===== src/rtl/unidade_controle_multiciclo.sv =====
// Multicycle Moore control unit for the MIPS-subset datapath.
// The state register and the opcode/funct copies are the only storage.
// Every output is decoded from them plus zero and mem_ready, so an
// asynchronous reset clears every output at once, with no clock edge.
module unidade_controle_multiciclo (
  input  logic       clk,
  input  logic       reset,
  input  logic [5:0] opcode,
  input  logic [5:0] funct,
  input  logic       zero,
  input  logic       mem_ready,
  output logic       pc_write,
  output logic       ir_write,
  output logic       mem_read,
  output logic       mem_write,
  output logic       i_or_d,
  output logic       reg_write,
  output logic       reg_dst,
  output logic       mem_to_reg,
  output logic       alu_src_a,
  output logic [1:0] alu_src_b,
  output logic [3:0] alu_ctrl,
  output logic [1:0] pc_source,
  output logic       ext_zero,
  output logic [3:0] estado,
  output logic       erro
);

  typedef enum logic [3:0] {
    IDLE     = 4'd0,
    FETCH    = 4'd1,
    DECODE   = 4'd2,
    MEM_ADDR = 4'd3,
    MEM_RD   = 4'd4,
    MEM_WB   = 4'd5,
    MEM_WR   = 4'd6,
    R_EXEC   = 4'd7,
    R_WB     = 4'd8,
    BRANCH   = 4'd9,
    JUMP     = 4'd10,
    I_EXEC   = 4'd11,
    I_WB     = 4'd12,
    ERRO     = 4'd13
  } state_t;

  localparam logic [5:0] OP_RTYPE = 6'h00;
  localparam logic [5:0] OP_J     = 6'h02;
  localparam logic [5:0] OP_BEQ   = 6'h04;
  localparam logic [5:0] OP_BNE   = 6'h05;
  localparam logic [5:0] OP_ADDI  = 6'h08;
  localparam logic [5:0] OP_SLTI  = 6'h0A;
  localparam logic [5:0] OP_ANDI  = 6'h0C;
  localparam logic [5:0] OP_ORI   = 6'h0D;
  localparam logic [5:0] OP_LW    = 6'h23;
  localparam logic [5:0] OP_SW    = 6'h2B;

  localparam logic [5:0] FN_ADD = 6'h20;
  localparam logic [5:0] FN_SUB = 6'h22;
  localparam logic [5:0] FN_AND = 6'h24;
  localparam logic [5:0] FN_OR  = 6'h25;
  localparam logic [5:0] FN_SLT = 6'h2A;

  localparam logic [3:0] ALU_AND = 4'b0000;
  localparam logic [3:0] ALU_OR  = 4'b0001;
  localparam logic [3:0] ALU_ADD = 4'b0010;
  localparam logic [3:0] ALU_SUB = 4'b0110;
  localparam logic [3:0] ALU_SLT = 4'b0111;

  state_t     state;
  logic [5:0] opcode_q;
  logic [5:0] funct_q;
  logic       funct_ok;

  assign funct_ok = (funct == FN_ADD) || (funct == FN_SUB) || (funct == FN_AND) ||
                    (funct == FN_OR)  || (funct == FN_SLT);

  // State sequencing; opcode/funct are captured as DECODE hands off
  always_ff @(posedge clk or posedge reset) begin
    if (reset) begin
      state    <= IDLE;
      opcode_q <= 6'h00;
      funct_q  <= 6'h00;
    end else begin
      case (state)
        IDLE:   state <= FETCH;
        FETCH:  if (mem_ready) state <= DECODE;
        DECODE: begin
          opcode_q <= opcode;
          funct_q  <= funct;
          case (opcode)
            OP_RTYPE:                         state <= funct_ok ? R_EXEC : ERRO;
            OP_LW, OP_SW:                     state <= MEM_ADDR;
            OP_BEQ, OP_BNE:                   state <= BRANCH;
            OP_J:                             state <= JUMP;
            OP_ADDI, OP_ANDI, OP_ORI, OP_SLTI: state <= I_EXEC;
            default:                          state <= ERRO;
          endcase
        end
        MEM_ADDR: state <= (opcode_q == OP_LW) ? MEM_RD : MEM_WR;
        MEM_RD:   if (mem_ready) state <= MEM_WB;
        MEM_WB:   state <= FETCH;
        MEM_WR:   if (mem_ready) state <= FETCH;
        R_EXEC:   state <= R_WB;
        R_WB:     state <= FETCH;
        BRANCH:   state <= FETCH;
        JUMP:     state <= FETCH;
        I_EXEC:   state <= I_WB;
        I_WB:     state <= FETCH;
        ERRO:     state <= ERRO;
        default:  state <= IDLE;
      endcase
    end
  end

  // Datapath control decoded from the current state and latched instruction
  always_comb begin
    pc_write   = 1'b0;
    ir_write   = 1'b0;
    mem_read   = 1'b0;
    mem_write  = 1'b0;
    i_or_d     = 1'b0;
    reg_write  = 1'b0;
    reg_dst    = 1'b0;
    mem_to_reg = 1'b0;
    alu_src_a  = 1'b0;
    alu_src_b  = 2'b00;
    alu_ctrl   = ALU_AND;
    pc_source  = 2'b00;
    ext_zero   = 1'b0;
    erro       = 1'b0;
    estado     = state;
    case (state)
      FETCH: begin
        mem_read  = 1'b1;
        alu_src_b = 2'b01;
        alu_ctrl  = ALU_ADD;
        ir_write  = mem_ready;
        pc_write  = mem_ready;
      end
      DECODE: begin
        alu_src_b = 2'b11;
        alu_ctrl  = ALU_ADD;
      end
      MEM_ADDR: begin
        alu_src_a = 1'b1;
        alu_src_b = 2'b10;
        alu_ctrl  = ALU_ADD;
      end
      MEM_RD: begin
        mem_read = 1'b1;
        i_or_d   = 1'b1;
      end
      MEM_WB: begin
        reg_write  = 1'b1;
        mem_to_reg = 1'b1;
      end
      MEM_WR: begin
        mem_write = 1'b1;
        i_or_d    = 1'b1;
      end
      R_EXEC: begin
        alu_src_a = 1'b1;
        case (funct_q)
          FN_ADD:  alu_ctrl = ALU_ADD;
          FN_SUB:  alu_ctrl = ALU_SUB;
          FN_AND:  alu_ctrl = ALU_AND;
          FN_OR:   alu_ctrl = ALU_OR;
          FN_SLT:  alu_ctrl = ALU_SLT;
          default: alu_ctrl = ALU_AND;
        endcase
      end
      R_WB: begin
        reg_write = 1'b1;
        reg_dst   = 1'b1;
      end
      BRANCH: begin
        alu_src_a = 1'b1;
        alu_ctrl  = ALU_SUB;
        pc_source = 2'b01;
        pc_write  = ((opcode_q == OP_BEQ) && zero) || ((opcode_q == OP_BNE) && !zero);
      end
      JUMP: begin
        pc_source = 2'b10;
        pc_write  = 1'b1;
      end
      I_EXEC: begin
        alu_src_a = 1'b1;
        alu_src_b = 2'b10;
        case (opcode_q)
          OP_ANDI: begin alu_ctrl = ALU_AND; ext_zero = 1'b1; end
          OP_ORI:  begin alu_ctrl = ALU_OR;  ext_zero = 1'b1; end
          OP_SLTI: alu_ctrl = ALU_SLT;
          default: alu_ctrl = ALU_ADD;
        endcase
      end
      I_WB: begin
        reg_write = 1'b1;
      end
      ERRO: begin
        erro = 1'b1;
      end
      default: begin
      end
    endcase
  end

endmodule


===== config.mk =====
export PLATFORM = sky130hd
export DESIGN_NAME = unidade_controle_multiciclo
export DESIGN_NICKNAME = d
export VERILOG_FILES = /design/src/rtl/unidade_controle_multiciclo.sv
export SDC_FILE = /design/constraint.sdc
export NUM_CORES = 1
export LEC_CHECK = 0
export CORE_ASPECT_RATIO = 1.25
export CORE_MARGIN = 5
export CORE_UTILIZATION = 30
export DETAILED_ROUTE_END_ITERATION = 8
export PLACE_DENSITY_LB_ADDON = 0.12
export SYNTH_ARGS = -nofsm -noshare
export SYNTH_HDL_FRONTEND = slang
export SYNTH_SLANG_ARGS = --single-unit

===== constraint.sdc =====
create_clock -name clk -period 2.15 [get_ports clk]
set_input_delay 0.43 -clock clk [delete_from_list [all_inputs] [get_ports clk]]
set_output_delay 0.43 -clock clk [all_outputs]
set_load 0.1 [all_outputs]

==> results.md <==
| Step | Parameter | Value |
|:---|:---|:---|
| cts | CTS tree | yes |
| routing | Number of optimization iterations in the first detailed-route pass | 4 |
| synth | Distinct cell type count of the synthesized netlist | 41 |
| synth | Largest area contributor in the netlist | sky130_fd_sc_hd__dfrtp_1 |
| final layout | Final standard cell utilization of the core | 58.7% |
| cts | Clock root buffer master | sky130_fd_sc_hd__clkbuf_8 |
| final layout | Share of layout cells above drive strength 1 | 50.5% |
| placement | Final Wtd Congestion | 0.827 |
| flow run | Number of max-cap violations | 0 |
| synth | Number of nets in the synthesized netlist | 166 |
| synth | Xor-xnor portion of the synthesized cell area | 2.13% |
| critical path | Worst endpoint data arrival time | 1750 ps |
| synth | Seq cells post-synth | 16 |
| placement | DP Wirelength | 3130 um |
| sta | Part of the cycle the worst path needs | 101% |
| floorplanning | Placeable core area | 4030 sq um |
| placement | Placed Cells incl. Taps | 242 |
| sta | Clk_skew | 0.653 ps |
| routing | Vias per Instance | 5.12 |
| routing | WL/cell | 16.1 um |
| final layout | Final standard cell area without fillers | 2370 sq um |
| sta | Peak clock frequency supported by timing | 0.460 GHz |
| routing | Detailed-route via count | 1301 |
| synth | Cell with the most instances after synthesis | sky130_fd_sc_hd__dfrtp_1 |
| routing | DRC violations left | 0 |
| synth | Synthesized instance count | 150 |
| cts | Worst-skew pair later-pin latency | 250 ps |
| final layout | Filler-free cell count of the finished design | 254 |
| synth | Synth Cell Area | 1230 sq um |
| synth | Top cell types by occurrence after synthesis | 16 x sky130_fd_sc_hd__dfrtp_1, 13 x sky130_fd_sc_hd__nand2_1, 11 x sky130_fd_sc_hd__mux2_2, 11 x sky130_fd_sc_hd__nor2_1 |
| cts | Number of buffers inserted during clock tree synthesis | 3 |
| global route | Pin count of the biggest net entering global routing | 23 |
| floorplanning | Starting density of the core | 30.5% |
| routing | Final routed wirelength across all metal layers | 4080 um |
| synth | Area share of the leading cell type in the synthesized netlist | 32.5% |
| routing | Residual antenna-violating net count after detailed routing | 0 |
| final layout | Post-layout nets | 215 |
| sta | Final setup fails | 2 |
| global route | Global route total overflow | 0 |
| sta | Setup repair after global routing missed its margin | true |
| critical path | Type of element capturing the critical path | output pin |
| cts | H-tree levels | 1 |
| sta | Final hold violation count | 0 |
| synth | Area contributors post-synth | sky130_fd_sc_hd__dfrtp_1 33%, sky130_fd_sc_hd__mux2_2 10%, sky130_fd_sc_hd__nand2b_1 4.1% |
| critical path | Slowest-stage cell, CP | sky130_fd_sc_hd__or4_4 |
| synth | Syn avg cell area | 8.21 sq um |
| synth | Simple logic cell fraction of the synthesized area | 29.6% |
| routing | Violation count after the first detailed-route iteration | 61 |
| synth | Number of synthesized flops with an enable pin | 0 |
| global route | GRT Util Overall | 15.8% |
| floorplanning | Area of the die | 5490 sq um |
| global route | Number of global-route vias before repair | 1349 |
| outcome | Status | finished, violations left |
| floorplanning | # rows | 26 |
| synth | Post-synthesis sequential area ratio | 32.5% |
| critical path | Classification of the worst setup path | reg -> out |
| placement | Count of input and output buffers | 37 |
| floorplanning | Die W | 67.3 um |
| cts | Deepest clock path buffer count | 2 |
| sta | Post-layout min period | 2180 ps |
| sta | Worst Tran Pin Value | 636 ps |
| critical path | Required time of the critical path | 1720 ps |
| hold path | Min-Delay Path Class | reg -> reg |
| sta | Min setup slack post-route | -26.2 ps |
| synth | Count of synthesis-stage warnings from yosys | 0 |
| floorplanning | Number of top-level pins | 39 |
| floorplanning | Vertical die dimension | 81.6 um |
| critical path | Critical-path maximum fanout | 3 |
| cts | Hold-fix buffer count after cts | 0 |
| final layout | Antenna diode instance count | 0 |
| synth | Most used DFF post-synth | sky130_fd_sc_hd__dfrtp_1 |
| global route | Initial antenna violation count | 0 |
| synth | Compound-gate portion of the synthesized area | 18.5% |
| synth | Post-synthesis share of cell area spent on full adders, half adders and majority gates | 0% |
| critical path | Cells along the critical path | nor2_4 > nand2_1 > or4_4 > o21ai_4 > buf_12 |
| sta | Slew Limit Headroom | 57.5% |
| synth | Combinational family with the most area after synthesis | simple AND/OR/NAND/NOR gates |
| synth | Multiplexer area fraction after synthesis | 10.9% |
| placement | Setup WS pre-CTS | 111 ps |
| placement | Placed Area | 2180 sq um |
| critical path | Critical Path Source Type | register |
| synth | FFs w/ async S/R, synth | 100% |
| sta | Max-slew violation count | 0 |
| cts | Worst-path clk slew | 70 ps |
| cts | Clock sink total | 16 |
| outcome | Violated checks | setup timing |
| final layout | Syn-to-layout area delta | 92.4% |
| critical path | Slowest stage delay, CP | 560 ps |
| global route | Wire length of the first global-routing pass | 6670 um |
[stage by stage]
stage | setup TNS, ps | hold slack [ps]
after global placement | 0 | 501
after global routing | -264 | 547
after floorplan | -2420 | 344
final | -32.6 | 527
after CTS | -108 | 520
after detailed placement | 0 | 505
[placed cells by master, fill, tap and decap left out, drive strengths merged, types with 4 or more instances in the layout]
master         Yosys  routed
a21oi              8       8
a31oi              5       5
buf                5      41
clkbuf             7       4
clkdlybuf4s50      0      15
dfrtp             16      16
inv                5       5
mux2              11      11
nand2             13      13
nand2b             8       8
nor2              12      12
nor3              10      10
nor3b              6       6
o21ai             10      10
[flip-flops by register name, summed over array words and instances, names as in the netlist]
| register | cells |
|---|---|
| funct_q | 6 |
| opcode_q | 6 |
| estado | 4 |
[what timing repair did]
item / CTS / global route
gates resized for setup: 6 / 13
setup buffers: 6 / 2
pin swaps: 6 / 5
endpoints found under the setup margin: 5 / 8
[critical path: cells and delay by family, from the launching register on]
family / cells / cell delay [ps]
AND/OR/NAND/NOR: 3 / 790
AO/OA/AOI/OAI: 1 / 90
flip-flops: 1 / 430
buffers and inverters: 1 / 190
[cells by family after synthesis]
kind of cell           Yosys count
flip-flops                      16
XOR/XNOR                         3
other                            1
AO/OA/AOI/OAI                   36
multiplexers                    12
AND/OR/NAND/NOR                 65
buffers and inverters           17
[worst paths after layout]
path | from | endpoint | slack [ps] | cells after the start
setup / recovery | opcode_q[5]$_DFFE_PP0P_ | alu_ctrl[0] | -30 | 5
max in group asynchronous | reset | estado[3]$_DFFE_PP0P_ | 1120 | 2
hold reg to reg | funct_q[4]$_DFFE_PP0P_ | funct_q[4]$_DFFE_PP0P_ | 530 | 1
hold / removal | funct_q[4]$_DFFE_PP0P_ | funct_q[4]$_DFFE_PP0P_ | 530 | 1
setup reg to reg | estado[3]$_DFFE_PP0P_ | opcode_q[0]$_DFFE_PP0P_ | 320 | 6
min in group asynchronous | reset | funct_q[2]$_DFFE_PP0P_ | 560 | 2
[final cells by class]
cell class,count,area [sq um]
Multi-Input combinational cell,117,1050
Timing Repair Buffer,56,756
Inverter,5,21.3
Clock buffer,4,55.1
Sequential cell,16,415
Fill cell,362,1670
Tap cell,56,70.1
[routing by layer]
metal | track usage [%] | part of all wire (%)
met5 | 0 | 0
met4 | 5.68 | 1.8
met3 | 1.50 | 2.8
met2 | 29.7 | 57
met1 | 18.3 | 39
Power is not shown: default switching activity piles up to over one toggle a cycle in this logic, so the estimate is an artifact.
